$ cat src/rtl/afifo_mon_pkg.sv
`default_nettype none
// ============================================================================
// Module      : afifo_mon_pkg
// Description : Shared types and constants for the multi-channel FIFO flag
//               monitor: error codes, monitor FSM states and code count.
// Revision    : 1.0 - initial release
// ============================================================================
package afifo_mon_pkg;

    localparam int NUM_ERR_CODES = 5;

    // Error codes double as bit positions inside each channel's error vector.
    typedef enum logic [2:0] {
        OVERFLOW       = 3'd0,
        UNDERFLOW      = 3'd1,
        FULL_MISMATCH  = 3'd2,
        EMPTY_MISMATCH = 3'd3,
        DATA_MISMATCH  = 3'd4
    } err_code_e;

    typedef enum logic [1:0] {
        DISABLED = 2'd0,
        ARMED    = 2'd1,
        CAPTURED = 2'd2
    } mon_state_e;

endpackage : afifo_mon_pkg
`default_nettype wire

$ cat src/rtl/afifo_mon_chan.sv
`default_nettype none
// ============================================================================
// Module      : afifo_mon_chan
// Description : Per-channel slice of the FIFO monitor. Tracks a shadow
//               occupancy from accepted handshakes and produces the raw
//               (unmasked) per-cycle error vector against the pre-update
//               occupancy.
//               Optional macro AFIFO_MON_DATA_CHK_EN adds XOR accumulators
//               over written/read data, compared when the FIFO drains.
// Ports       : clk, rst         - clock / async active-high reset
//               i_winc, i_rinc   - write / read requests
//               i_wfull, i_rempty- flags reported by the monitored FIFO
//               i_wdata, i_rdata - data buses (used only with data check)
//               o_occ            - shadow occupancy (0..DEPTH)
//               o_err            - combinational error vector, bit = code
// Revision    : 1.0 - initial release
// ============================================================================
module afifo_mon_chan
    import afifo_mon_pkg::*;
#(
    parameter int DEPTH      = 16,
    parameter int DATA_WIDTH = 8,
    parameter int OCC_W      = $clog2(DEPTH) + 1
) (
    input  logic                     clk,
    input  logic                     rst,
    input  logic                     i_winc,
    input  logic                     i_rinc,
    input  logic                     i_wfull,
    input  logic                     i_rempty,
    input  logic [DATA_WIDTH-1:0]    i_wdata,
    input  logic [DATA_WIDTH-1:0]    i_rdata,
    output logic [OCC_W-1:0]         o_occ,
    output logic [NUM_ERR_CODES-1:0] o_err
);

    localparam logic [OCC_W-1:0] c_occ_full = OCC_W'(DEPTH);
    localparam logic [OCC_W-1:0] c_occ_one  = OCC_W'(1);

    logic [OCC_W-1:0] r_occ;
    logic             w_wacc;
    logic             w_racc;
    logic             w_is_full;
    logic             w_is_empty;
    logic             w_data_err;

    assign w_wacc     = i_winc && !i_wfull;
    assign w_racc     = i_rinc && !i_rempty;
    assign w_is_full  = (r_occ == c_occ_full);
    assign w_is_empty = (r_occ == '0);

    // Simultaneous accepted write and read leave the count alone. A lone
    // accept that would push the shadow out of range is dropped; the flag
    // mismatch checks already flag the disagreeing FIFO.
    always_ff @(posedge clk or posedge rst) begin
        if (rst) begin
            r_occ <= '0;
        end else if (w_wacc && !w_racc) begin
            if (!w_is_full) begin
                r_occ <= r_occ + 1'b1;
            end
        end else if (w_racc && !w_wacc) begin
            if (!w_is_empty) begin
                r_occ <= r_occ - 1'b1;
            end
        end
    end

    assign o_occ = r_occ;

`ifdef AFIFO_MON_DATA_CHK_EN
    logic [DATA_WIDTH-1:0] r_acc_w;
    logic [DATA_WIDTH-1:0] r_acc_r;
    logic [DATA_WIDTH-1:0] w_acc_w_nxt;
    logic [DATA_WIDTH-1:0] w_acc_r_nxt;
    logic                  w_drain;

    assign w_acc_w_nxt = w_wacc ? (r_acc_w ^ i_wdata) : r_acc_w;
    assign w_acc_r_nxt = w_racc ? (r_acc_r ^ i_rdata) : r_acc_r;

    // The read that takes the shadow from 1 to 0 closes a "frame": every
    // written word has been read, so both folds must agree, including the
    // word being read this cycle.
    assign w_drain    = w_racc && !w_wacc && (r_occ == c_occ_one);
    assign w_data_err = w_drain && (w_acc_w_nxt != w_acc_r_nxt);

    always_ff @(posedge clk or posedge rst) begin
        if (rst) begin
            r_acc_w <= '0;
            r_acc_r <= '0;
        end else if (w_drain) begin
            r_acc_w <= '0;
            r_acc_r <= '0;
        end else begin
            r_acc_w <= w_acc_w_nxt;
            r_acc_r <= w_acc_r_nxt;
        end
    end
`else
    logic w_unused_data;

    assign w_unused_data = ^{i_wdata, i_rdata};
    assign w_data_err    = 1'b0;
`endif

    always_comb begin
        o_err                 = '0;
        o_err[OVERFLOW]       = i_winc && i_wfull;
        o_err[UNDERFLOW]      = i_rinc && i_rempty;
        o_err[FULL_MISMATCH]  = (i_wfull != w_is_full);
        o_err[EMPTY_MISMATCH] = (i_rempty != w_is_empty);
        o_err[DATA_MISMATCH]  = w_data_err;
    end

endmodule : afifo_mon_chan
`default_nettype wire

$ cat src/rtl/afifo_flag_monitor.sv
`default_nettype none
// ============================================================================
// Module      : afifo_flag_monitor
// Description : Multi-channel synchronous FIFO protocol monitor. Shadows the
//               occupancy of NUM_CH FIFOs and reports overflow, underflow
//               and flag mismatches through sticky bits, a saturating error
//               counter, a first-error capture register and an interrupt.
//               Optional macro AFIFO_MON_DATA_CHK_EN enables the per-channel
//               XOR data check (error code 4).
// Ports       : clk, rst          - clock / async active-high reset
//               en                - check enable (occupancy always tracks)
//               clr               - pulse clearing all error state
//               winc, rinc        - per-channel requests
//               wfull, rempty     - per-channel FIFO flags
//               wdata, rdata      - packed data, ch0 in LSBs
//               occ               - packed shadow occupancy
//               err_sticky        - NUM_CH x 5 sticky bits, ch*5+code
//               err_count         - saturating count of error cycles
//               first_err_*       - first-error capture
//               irq               - level interrupt = first_err_valid
// Revision    : 1.0 - initial release
// ============================================================================
module afifo_flag_monitor
    import afifo_mon_pkg::*;
#(
    parameter  int NUM_CH     = 4,
    parameter  int DEPTH      = 16,
    parameter  int DATA_WIDTH = 8,
    parameter  int CNT_WIDTH  = 16,
    localparam int OCC_W      = $clog2(DEPTH) + 1,
    localparam int CH_W       = (NUM_CH > 1) ? $clog2(NUM_CH) : 1
) (
    input  logic                           clk,
    input  logic                           rst,
    input  logic                           en,
    input  logic                           clr,
    input  logic [NUM_CH-1:0]              winc,
    input  logic [NUM_CH-1:0]              rinc,
    input  logic [NUM_CH-1:0]              wfull,
    input  logic [NUM_CH-1:0]              rempty,
    input  logic [NUM_CH*DATA_WIDTH-1:0]   wdata,
    input  logic [NUM_CH*DATA_WIDTH-1:0]   rdata,
    output logic [NUM_CH*OCC_W-1:0]        occ,
    output logic [NUM_CH*NUM_ERR_CODES-1:0] err_sticky,
    output logic [CNT_WIDTH-1:0]           err_count,
    output logic                           first_err_valid,
    output logic [CH_W-1:0]                first_err_ch,
    output logic [2:0]                     first_err_code,
    output logic                           irq
);

    localparam int c_err_w = NUM_CH * NUM_ERR_CODES;

    logic [c_err_w-1:0] w_chan_err;
    logic [c_err_w-1:0] w_err;
    logic               w_any_err;
    logic               w_det_en;
    logic               r_rst_dly;
    logic               w_enc_found;
    logic [CH_W-1:0]    w_enc_ch;
    logic [2:0]         w_enc_code;
    mon_state_e         r_state;

    // ------------------------------------------------------------------
    // Channel slices
    // ------------------------------------------------------------------
    for (genvar gi = 0; gi < NUM_CH; gi++) begin : g_chan
        afifo_mon_chan #(
            .DEPTH      (DEPTH),
            .DATA_WIDTH (DATA_WIDTH),
            .OCC_W      (OCC_W)
        ) u_chan (
            .clk      (clk),
            .rst      (rst),
            .i_winc   (winc[gi]),
            .i_rinc   (rinc[gi]),
            .i_wfull  (wfull[gi]),
            .i_rempty (rempty[gi]),
            .i_wdata  (wdata[gi*DATA_WIDTH +: DATA_WIDTH]),
            .i_rdata  (rdata[gi*DATA_WIDTH +: DATA_WIDTH]),
            .o_occ    (occ[gi*OCC_W +: OCC_W]),
            .o_err    (w_chan_err[gi*NUM_ERR_CODES +: NUM_ERR_CODES])
        );
    end

    // ------------------------------------------------------------------
    // Detection gating. r_rst_dly stays high through reset and for the
    // first edge after release, so flags that settle out of reset are not
    // mistaken for protocol errors.
    // ------------------------------------------------------------------
    always_ff @(posedge clk or posedge rst) begin
        if (rst) begin
            r_rst_dly <= 1'b1;
        end else begin
            r_rst_dly <= 1'b0;
        end
    end

    assign w_det_en  = en && !r_rst_dly;
    assign w_err     = w_det_en ? w_chan_err : '0;
    assign w_any_err = |w_err;

    // Lowest channel wins, then lowest code: the flat vector is ordered
    // ch*5+code, so the first set bit from the LSB is the winner.
    always_comb begin
        w_enc_found = 1'b0;
        w_enc_ch    = '0;
        w_enc_code  = '0;
        for (int ch = 0; ch < NUM_CH; ch++) begin
            for (int cd = 0; cd < NUM_ERR_CODES; cd++) begin
                if (!w_enc_found && w_err[ch*NUM_ERR_CODES + cd]) begin
                    w_enc_found = 1'b1;
                    w_enc_ch    = CH_W'(ch);
                    w_enc_code  = 3'(cd);
                end
            end
        end
    end

    // ------------------------------------------------------------------
    // Sticky bits and saturating counter; clr discards same-cycle errors.
    // ------------------------------------------------------------------
    always_ff @(posedge clk or posedge rst) begin
        if (rst) begin
            err_sticky <= '0;
        end else if (clr) begin
            err_sticky <= '0;
        end else begin
            err_sticky <= err_sticky | w_err;
        end
    end

    always_ff @(posedge clk or posedge rst) begin
        if (rst) begin
            err_count <= '0;
        end else if (clr) begin
            err_count <= '0;
        end else if (w_any_err && (err_count != '1)) begin
            err_count <= err_count + 1'b1;
        end
    end

    // ------------------------------------------------------------------
    // Capture FSM. Leaving DISABLED goes straight to CAPTURED when a
    // capture is already held, so a retained first error is never
    // overwritten by re-enabling.
    // ------------------------------------------------------------------
    always_ff @(posedge clk or posedge rst) begin
        if (rst) begin
            r_state         <= DISABLED;
            first_err_valid <= 1'b0;
            first_err_ch    <= '0;
            first_err_code  <= '0;
        end else if (clr) begin
            r_state         <= en ? ARMED : DISABLED;
            first_err_valid <= 1'b0;
            first_err_ch    <= '0;
            first_err_code  <= '0;
        end else begin
            case (r_state)
                DISABLED: begin
                    if (en) begin
                        r_state <= first_err_valid ? CAPTURED : ARMED;
                    end
                end
                ARMED: begin
                    if (!en) begin
                        r_state <= DISABLED;
                    end else if (w_any_err) begin
                        r_state         <= CAPTURED;
                        first_err_valid <= 1'b1;
                        first_err_ch    <= w_enc_ch;
                        first_err_code  <= w_enc_code;
                    end
                end
                CAPTURED: begin
                    if (!en) begin
                        r_state <= DISABLED;
                    end
                end
                default: begin
                    r_state <= DISABLED;
                end
            endcase
        end
    end

    assign irq = first_err_valid;

endmodule : afifo_flag_monitor
`default_nettype wire

$ cat config.mk
export PLATFORM = sky130hd
export DESIGN_NAME = afifo_flag_monitor
export DESIGN_NICKNAME = d
export VERILOG_FILES = /design/src/rtl/afifo_mon_pkg.sv /design/src/rtl/afifo_mon_chan.sv /design/src/rtl/afifo_flag_monitor.sv
export SDC_FILE = /design/constraint.sdc
export NUM_CORES = 1
export LEC_CHECK = 0
export BUFFER_PORTS_ARGS = -buffer_cell sky130_fd_sc_hd__buf_2
export CAP_MARGIN = 20
export CORE_ASPECT_RATIO = 0.5
export CORE_MARGIN = 5
export CORE_UTILIZATION = 53
export CTS_CLUSTER_DIAMETER = 200
export DETAILED_ROUTE_END_ITERATION = 6
export PLACE_DENSITY_LB_ADDON = 0.25
export SKIP_LAST_GASP = 1
export SYNTH_ARGS = -nofsm -noshare
export SYNTH_HDL_FRONTEND = slang
export SYNTH_SLANG_ARGS = --single-unit
$ cat constraint.sdc
create_clock -name clk -period 5.3 [get_ports clk]
set_clock_uncertainty 0.05 [all_clocks]
set_input_delay 0.265 -clock clk [delete_from_list [all_inputs] [get_ports clk]]
set_output_delay 0.265 -clock clk [all_outputs]
set_load 0.005 [all_outputs]
==> flow_summary.yaml, run 1 <==
status:
  status: "finished clean"
routing:
  first_iter_violations: 205
  dr.pass1.iters: 6
  drc_errors: 0
  wl_per_cell_um: 14.43
  vias_per_cell: 5.452
  detail-route-antenna-nets: 0
  vias: 3146
  totalWireLength_mm: 8.325
clocking:
  clock_sinks: 60
  cts_root_buffer: "clkbuf_16"
  cts_buffers: 9
  path_clk_slew_ns: 0.05
  hold_buffers: 0
  cts_tree: "built"
  post_cts_buffers: 0
  ctsResizeCount: 0
  clock_path_buffers: 2
  htreeDepth: 3
  clk_latency_ns: 0.33
synthesis:
  ys_seq_area_frac: 0.3960
  synth.largest_area_cell: "dfrtp_1"
  ys.flop_type: "dfrtp_1"
  ys_warn_count: 0
  synth_cell_type_count: 52
  synth_seq_cells: 60
  synth_top_area_frac: 0.3891
  synth_area_sq_mm: 0.003795
  synth.area.top_cells: "dfrtp_1 (39%), xnor2_1 (8.8%), ha_1 (5.6%), nand2_1 (5.1%), nor2_1 (4.8%)"
  syn_inst: 413
  synth_area_per_cell_sq_um: 9.189
  synth-edff-count: 0
  synthArstFlopShare: 1.000
worst_setup_path:
  critPathLaunchType: "flip-flop"
  path_cells: "nor4_4 > a31oi_1 > a211o_1 > nor4_4 > or3b_4 > nor2_2 > a32o_1"
  rr_endpoint: "first_err_ch[1]"
  worst_setup_path_end_kind: "flip-flop"
  slowest_delay_ns: 0.74
  r2r_setup_slack_ns: 2.15
  path_max_fanout: 19
  critical_path_class: "flip-flop to flip-flop"
  cp_slowest_cell: "nor4_4"
  critPathRequiredTime_ns: 5.46
  worstPathArrival_ns: 3.31
  critPathLaunch: "g_chan[2].u_chan.o_occ[1]"
  rr_startpoint: "g_chan[2].u_chan.o_occ[1]"
  crit_path_end: "first_err_ch[1]"
  reg2regPathDepth: 7
  cp_common_cell: "nor4_4"
global_route:
  grt_pass1_wl_mm: 14.41
  grt_max_degree: 61
  track_usage: 0.1972
  grt-ovfl-total: 0
  antenna_found_initial: 0
  first_global_vias: 3057
sta:
  tns_ns: 0
  relSlewSlack: 0.3519
  post-route-min-period_ns: 3.149
  slew_viol_final: 0
  rsz0062_at_grt: "no"
  worstMarginPinSlew_ns: 0.9650
  setup_viol: 0
  layout_setup_ws_ns: 2.151
  hold_viol_final: 0
  finalCritPeriodShare: 0.5941
  max_freq_ghz: 0.3176
final_layout:
  fillers: 593
  drive_gt1_frac: 0.2165
  syn_to_final_growth_pct: 17.74
  layout.nets: 586
  diodes: 0
floorplanning:
  die_height_um: 69.84
  core_area_sq_mm: 0.006832
  die_x_um: 129.7
  die-area_sq_mm: 0.009055
  ios: 147
  row_count: 21
  initial_core_util: 0.5555
place:
  gp_congestion: 0.7545
  dp_hpwl_mm: 5.895
  portBuffers: 77
  place_ws_ns: 2.161
pwr:
  irDropWorstVdd_mv: 0.2667
  powerDensity_mw_per_mm2: 431.8
  static-leakage-power_nw: 2.127
worst_hold_path:
  hold_class: "primary input to asynchronous set/reset pin"
job:
  drv_cap: 0
[cells by family after synthesis]
kind of cell / synth area share
fa+ha+maj: 0.07715
mux: 0.005276
flops: 0.3960
buf+inv: 0.04253
simple gates: 0.2249
xor+xnor: 0.1039
other cells: 0.0009882
compound gates: 0.1494
[cell usage after synthesis (5+ instances only)]
library cell	n
o21ai_0	6
inv_1	8
buf_4	6
clkbuf_1	20
nand3_1	5
xor2_1	7
dfrtp_1	59
a31oi_1	13
nor2b_1	10
and2_1	5
ha_1	17
a21o_1	10
nor2_1	49
nand2b_1	6
nor3_1	8
a21oi_1	32
nor4_1	5
xnor2_1	38
nand2_1	52
[critical path: cells and delay by family (launching register included)]
kind             cells  cell delay, ns
flip-flops           1            0.46
AO/OA/AOI/OAI        3            0.87
AND/OR/NAND/NOR      4            1.65
[final cells by class]
| type | count | area [sq um] | share of cell area |
|---|---|---|---|
| Multi-Input combinational cell | 323 | 2150 | 0.4811 |
| Sequential cell | 60 | 1503 | 0.3363 |
| Timing Repair Buffer | 79 | 400.4 | 0.08961 |
| Clock buffer | 13 | 260.3 | 0.05825 |
| Tap cell | 92 | 115.1 | 0.02576 |
| Inverter | 8 | 30.03 | 0.006721 |
| Clock inverter | 2 | 10.01 | 0.002240 |
[layout by cell type (no fill, tap or decap), types with 3 or more instances in the layout]
| master | Yosys | routed |
|---|---|---|
| nand2b_1 | 6 | 6 |
| nor2_1 | 49 | 49 |
| a21oi_1 | 32 | 32 |
| nor4_4 | 4 | 4 |
| a22o_1 | 3 | 3 |
| xor2_1 | 7 | 7 |
| conb_1 | 1 | 6 |
| xnor2_1 | 38 | 38 |
| buf_2 | 0 | 77 |
| o21bai_1 | 3 | 3 |
| o22ai_1 | 3 | 3 |
| a21o_1 | 10 | 10 |
| nor4_1 | 5 | 5 |
| nand2_1 | 52 | 52 |
| and2_1 | 5 | 5 |
| o21ai_0 | 6 | 6 |
| ha_1 | 17 | 17 |
| dfrtp_1 | 59 | 59 |
| clkbuf_16 | 0 | 9 |
| a32o_1 | 3 | 3 |
| a22oi_1 | 3 | 3 |
| and3_1 | 3 | 3 |
| nor3_1 | 8 | 8 |
| fa_1 | 4 | 4 |
| and4_1 | 3 | 3 |
| nand3_1 | 5 | 5 |
| nor2b_1 | 10 | 10 |
| a31oi_1 | 13 | 13 |
| inv_1 | 8 | 7 |
[stage by stage]
| step | hold WS (ns) | utilization | power [mW] | cell area, sq um | instances |
|---|---|---|---|---|---|
| 6_report | 0.1040 | 0.6540 | 1.929 | 4468 | 577 |
| 5_1_grt | 0.1452 | 0.6540 | 2.084 | 4468 | 577 |
| 4_1_cts | 0.1170 | 0.6540 | 1.956 | 4468 | 577 |
| 3_5_place_dp | 0.4350 | 0.6145 | 1.407 | 4198 | 562 |
| 3_3_place_gp | 0.4229 | 0.6145 | 1.384 | 4198 | 562 |
| 2_1_floorplan | 0.3436 | - | 1.218 | 3814 | 418 |
[state kept, by name, indices dropped and copies added, names as in the netlist]
name	flops
g_chan.u_chan.o_occ	20
r_rst_dly	1
first_err_code	2
r_state	2
err_sticky	16
first_err_ch	2
err_count	16
first_err_valid	1
[how the worst min path moves through the flow]
| stage | startpoint | end | slack (ns) | cells after the start |
|---|---|---|---|---|
| floorplan | en | r_state[0] | 0.34 | 1 |
| global placement | err_sticky[15] | err_sticky[15] | 0.42 | 2 |
| detailed placement | err_sticky[15] | err_sticky[15] | 0.43 | 2 |
| CTS | en | r_state[0] | 0.12 | 2 |
| global route | en | r_state[0] | 0.15 | 2 |
| finish | rst | err_count[10] | 0.10 | 3 |
[report_power, final]
group	switching, mW	internal [mW]
combinational	0.331	0.352
sequential	0.164	0.553
clock	0.192	0.337
total	0.687	1.24
[metal layers]
metal / GRT usage / share of wire
met1: 0.2609 / 0.46
met2: 0.3018 / 0.46
met3: 0.06615 / 0.066
met4: 0.06797 / 0.012
met5: 0 / 0
No activity file was read; power rests on OpenSTA's default activity.
==> inputs of run 2 (changes only) <==
--- a/config.mk
+++ b/config.mk
@@ -9,7 +9,7 @@
 export CAP_MARGIN = 20
 export CORE_ASPECT_RATIO = 0.5
 export CORE_MARGIN = 5
-export CORE_UTILIZATION = 53
+export CORE_UTILIZATION = 50
 export CTS_CLUSTER_DIAMETER = 200
 export DETAILED_ROUTE_END_ITERATION = 6
 export PLACE_DENSITY_LB_ADDON = 0.25
==> constraint.sdc (replaced) <==
create_clock -name clk -period 3.2 [get_ports clk]
set_clock_uncertainty 0.05 [all_clocks]
set_input_delay 0.16 -clock clk [delete_from_list [all_inputs] [get_ports clk]]
set_output_delay 0.16 -clock clk [all_outputs]
set_load 0.005 [all_outputs]
==> run 2 against run 1 <==
Compared with the run above:
- core utilization is 3.7 points lower
- global-route usage fell by 2.3 points
- die area is 5.3% higher
- combinational power is 65% higher
- sequential share of layout area decreased by 0.48 points
- register-to-register slack worse by 1.7 ns
- critical path depth increased by 1
- first-iteration DRC count down 15%
- flip-flop and latch count did not move
- setup slack lost 1.7 ns
- sequential power up 66%
- hold slack worse by 0.069 ns
- largest power group unchanged
==> flow_summary.yaml, run 2 (same netlist as run 1, synthesis figures left out) <==
status:
  status: "finished clean"
worst_setup_path:
  rr_startpoint: "g_chan[2].u_chan.o_occ[1]"
  reg2regPathDepth: 8
  critical_path_class: "flip-flop to flip-flop"
  crit_path_end: "err_count[15]"
  critPathLaunch: "g_chan[2].u_chan.o_occ[1]"
  path_max_fanout: 9
  r2r_setup_slack_ns: 0.43
  worst_setup_path_end_kind: "flip-flop"
  critPathLaunchType: "flip-flop"
  critPathRequiredTime_ns: 3.37
  rr_endpoint: "err_count[15]"
  worstPathArrival_ns: 2.94
floorplanning:
  ios: 147
  die-area_sq_mm: 0.009538
  die_x_um: 133.2
  die_height_um: 71.61
  initial_core_util: 0.5163
  core_area_sq_mm: 0.007350
  row_count: 22
routing:
  totalWireLength_mm: 7.999
  vias_per_cell: 5.321
  wl_per_cell_um: 13.67
  dr.pass1.iters: 4
  drc_errors: 0
  first_iter_violations: 175
  vias: 3113
  detail-route-antenna-nets: 0
sta:
  finalCritPeriodShare: 0.8668
  rsz0062_at_grt: "no"
  hold_viol_final: 0
  tns_ns: 0
  relSlewSlack: 0.5209
  worstMarginPinSlew_ns: 0.7186
  slew_viol_final: 0
  post-route-min-period_ns: 2.774
  max_freq_ghz: 0.3605
  setup_viol: 0
pwr:
  powerDensity_mw_per_mm2: 715.5
  static-leakage-power_nw: 2.155
  irDropWorstVdd_mv: 0.4278
  total_power_mw: 3.243
clocking:
  cts_root_buffer: "clkbuf_16"
  htreeDepth: 3
  post_cts_buffers: 0
  clock_sinks: 60
  path_clk_slew_ns: 0.05
  cts_buffers: 9
  cts_tree: "built"
  clk_latency_ns: 0.32
  clock_path_buffers: 2
final_layout:
  diodes: 0
  drive_gt1_frac: 0.2188
  fin_util: 0.6168
  layout_common_cells: "buf_2 (77), dfrtp_1 (59), nand2_1 (52)"
  final_area_sq_mm: 0.004533
  largest_reg_flops: 20
  final_common_cell: "buf_2"
  syn_to_final_growth_pct: 19.45
  layout.nets: 590
place:
  dp_hpwl_mm: 5.812
  dpl_cell_area_sq_mm: 0.004218
  gp_congestion: 0.8148
  portBuffers: 77
global_route:
  first_global_vias: 2837
  antenna_found_initial: 0
  grt_max_degree: 49
  grt-ovfl-total: 0
  grt_pass1_wl_mm: 13.53
  track_usage: 0.1738
job:
  drv_cap: 0
worst_hold_path:
  hold_class: "primary input to flip-flop"
[run 2: changes by cell type in the layout (fill, tap and decap cells not counted)]
cell           change
buf_12             +1
buf_4              +2
bufinv_16          +1
clkbuf_1           +1
clkbuf_8           -1
clkinv_2           -1
dlygate4sd3_1      +1
[run 2: final cells by class]
| class | instances | area [sq um] |
|---|---|---|
| clock buffer | 13 | 250.2 |
| clock inverter | 2 | 35.03 |
| fill | 658 | 2816 |
| inverter | 8 | 30.03 |
| multi-input combinational | 323 | 2150 |
| sequential | 60 | 1503 |
| tap | 96 | 120.1 |
| timing repair buffer | 83 | 445.4 |
[run 2: how the worst min path moves through the flow]
| stage | start | end | slack, ns | cells after the start |
|---|---|---|---|---|
| floorplan | en | r_state[0] | 0.24 | 1 |
| global placement | en | r_state[0] | 0.36 | 2 |
| detailed placement | en | r_state[0] | 0.36 | 2 |
| CTS | en | r_state[0] | 0.03 | 2 |
| global route | en | r_state[0] | 0.04 | 2 |
| finish | en | r_state[0] | 0.03 | 2 |
[run 2: worst max-delay path: stages (launching register included)]
cell	delay, ns
dfrtp_1	0.46
nor4_4	0.53
mux2i_1	0.34
a211o_1	0.25
nor4_4	0.07
buf_4	0.18
nor4b_1	0.43
nor2_1	0.09
a311oi_1	0.25
[run 2: power breakdown]
part / total (mW) / internal [mW] / switching, mW
Combinational: 1.13 / 0.589 / 0.540
Sequential: 1.19 / 0.916 / 0.272
Clock: 0.926 / 0.618 / 0.309
Total: 3.24 / 2.12 / 1.12
[run 2: per-layer routing]
| metal | wire, um | global-route usage |
|---|---|---|
| met1 | 3931 | 0.2292 |
| met2 | 3606 | 0.2747 |
| met3 | 385 | 0.06241 |
| met4 | 76 | 0.04675 |
| met5 | 0 | 0 |
[run 2: repair_timing]
| action | 4_1_cts | 5_1_grt |
|---|---|---|
| gates resized for setup | 0 | 0 |
| hold buffers | 0 | 1 |
| endpoints found under the hold margin | 0 | 9 |
[run 2: through the flow]
stage                     hold WS [ns]  setup slack, ns  instances
after floorplan                 0.2386           0.7348        418
after global placement          0.3578           0.4920        568
after detailed placement        0.3624           0.4773        568
after CTS                      0.02644           0.4501        583
after global routing           0.03747           0.3051        585
final                          0.03465           0.4262        585
==> inputs of run 3 (changes only) <==
--- a/config.mk
+++ b/config.mk
@@ -9,7 +9,8 @@
 export CAP_MARGIN = 20
 export CORE_ASPECT_RATIO = 0.5
 export CORE_MARGIN = 5
-export CORE_UTILIZATION = 50
+export CORE_UTILIZATION = 51
+export CTS_BUF_LIST = sky130_fd_sc_hd__clkbuf_8
 export CTS_CLUSTER_DIAMETER = 200
 export DETAILED_ROUTE_END_ITERATION = 6
 export PLACE_DENSITY_LB_ADDON = 0.25
==> run 3 against run 2 <==
Compared with the run above:
- flip-flop and latch count unchanged
- die area fell by 1.8%
- setup slack worse by 0.11 ns
- wire length is 1.3% higher
- critical path type unchanged
- largest cell class unchanged
==> flow_summary.yaml, run 3 (same netlist as run 1, synthesis figures left out) <==
final_layout:
  diodes: 0
  layout.nets: 590
  largest_reg_flops: 20
  final_area_sq_mm: 0.004417
  seqCellArea_sq_mm: 0.001503
  fin_util: 0.6055
  drive_gt1_frac: 0.2245
  layout_common_cells: "buf_2 (77), dfrtp_1 (59), nand2_1 (52)"
  syn_to_final_growth_pct: 16.39
  multi_input_area_sq_mm: 0.002150
  fillers: 644
  final_common_cell: "buf_2"
routing:
  first_iter_violations: 191
  vias: 3124
  drc_errors: 0
  vias_per_cell: 5.331
  totalWireLength_mm: 8.099
  dr.pass1.iters: 4
  wl_per_cell_um: 13.82
  detail-route-antenna-nets: 0
sta:
  setup_viol: 0
  hold_viol_final: 0
  layout_setup_ws_ns: 0.3134
  max_freq_ghz: 0.3464
  slew_viol_final: 0
  worstMarginPinSlew_ns: 0.7004
  finalCritPeriodShare: 0.9021
  rsz0062_at_grt: "no"
  relSlewSlack: 0.5330
  post-route-min-period_ns: 2.887
  tns_ns: 0
worst_setup_path:
  r2r_setup_slack_ns: 0.31
  rr_endpoint: "err_count[3]"
  path_max_fanout: 11
  critPathRequiredTime_ns: 3.35
  worst_setup_path_end_kind: "flip-flop"
  critPathLaunchType: "flip-flop"
  critPathLaunch: "g_chan[2].u_chan.o_occ[1]"
  crit_path_end: "err_count[3]"
  reg2regPathDepth: 8
  critical_path_class: "flip-flop to flip-flop"
  rr_startpoint: "g_chan[2].u_chan.o_occ[1]"
  worstPathArrival_ns: 3.04
place:
  dp_hpwl_mm: 5.955
  gp_congestion: 0.8294
  place_ws_ns: 0.3259
  dpl_cell_area_sq_mm: 0.004218
  portBuffers: 77
global_route:
  track_usage: 0.1798
  grt-ovfl-total: 0
  grt_pass1_wl_mm: 13.89
  grt_max_degree: 46
  first_global_vias: 2890
  antenna_found_initial: 0
floorplanning:
  die_height_um: 71.00
  initial_core_util: 0.5202
  die_x_um: 132.0
  die-area_sq_mm: 0.009371
  ios: 147
  row_count: 22
  core_area_sq_mm: 0.007295
clocking:
  htreeDepth: 3
  path_clk_slew_ns: 0.07
  cts_tree: "built"
  clk_latency_ns: 0.34
  clock_path_buffers: 2
  cts_root_buffer: "clkbuf_8"
  clock_sinks: 60
  post_cts_buffers: 0
  cts_buffers: 9
pwr:
  p_comb_frac: 0.391
  static-leakage-power_nw: 2.109
  clockPowerShare: 0.199
  p_sw_frac: 0.3791
  powerDensity_mw_per_mm2: 655.3
  pwr-share-seq: 0.409
  intPower_mw: 1.797
  irDropWorstVdd_mv: 0.4219
  total_power_mw: 2.894
  power.switching_mw: 1.097
job:
  drv_cap: 0
worst_hold_path:
  hold_class: "primary input to flip-flop"
status:
  status: "finished clean"
run 3: cell count changes in the layout (fill, tap and decap cells not counted), sizes merged:
cell      before  now
bufinv         1    0
clkbuf        13   10
clkinv         1    4
clkinvlp       0    1
inv            8    9
run 3: cell type report:
class                      count  area share
multi-input combinational    323      0.4867
tap                           96     0.02720
clock buffer                  10     0.03116
inverter                       8    0.006799
clock inverter                 6    0.007082
sequential                    60      0.3402
timing repair buffer          83      0.1008
run 3: how the worst min path moves through the flow:
stage	startpoint	endpoint	slack (ns)	cells past startpoint
after detailed placement	en	r_state[0]	0.37	2
after floorplan	en	r_state[0]	0.24	1
after global placement	en	r_state[0]	0.36	2
after CTS	rst	err_count[8]	0.0005	2
final	en	r_state[0]	0.02	2
after global routing	en	r_state[0]	0.02	2
run 3: per-stage QoR:
step / hold WS, ns / instances
floorplan: 0.2386 / 418
global placement: 0.3593 / 568
detailed placement: 0.3674 / 568
CTS: 0.0004516 / 584
global route: 0.01692 / 586
finish: 0.02210 / 586
run 3: critical path, cell delays in order, from the launching register on:
cell	delay, ns
dfrtp_1	0.46
nor4_4	0.56
a31oi_1	0.22
a211o_1	0.38
nor4_4	0.47
buf_4	0.28
nor3_1	0.08
xnor2_1	0.18
nor2_1	0.06
run 3: repair_timing:
item                                    in CTS  in global routing
endpoints found under the setup margin       0                  0
gates resized for setup                      0                  0
hold endpoints to repair                     0                 37
hold buffers                                 0                  1
run 3: metal layers:
layer  part of all wire  global-route usage  vias up
met1               0.49              0.2431     1478
li1                   -                   -     1574
met5                  0                   0        -
met3              0.044             0.05611        6
met4              0.011             0.06157        0
met2               0.46              0.2756       66
run 3: power groups by stage:
stage	combinational, mW	clock [mW]	sequential [mW]
detailed placement	1.14	0	1.20
CTS	1.14	0.603	1.19
global route	1.29	0.640	1.23
global placement	1.12	0	1.20
floorplan	0.883	0	1.13
finish	1.13	0.577	1.18
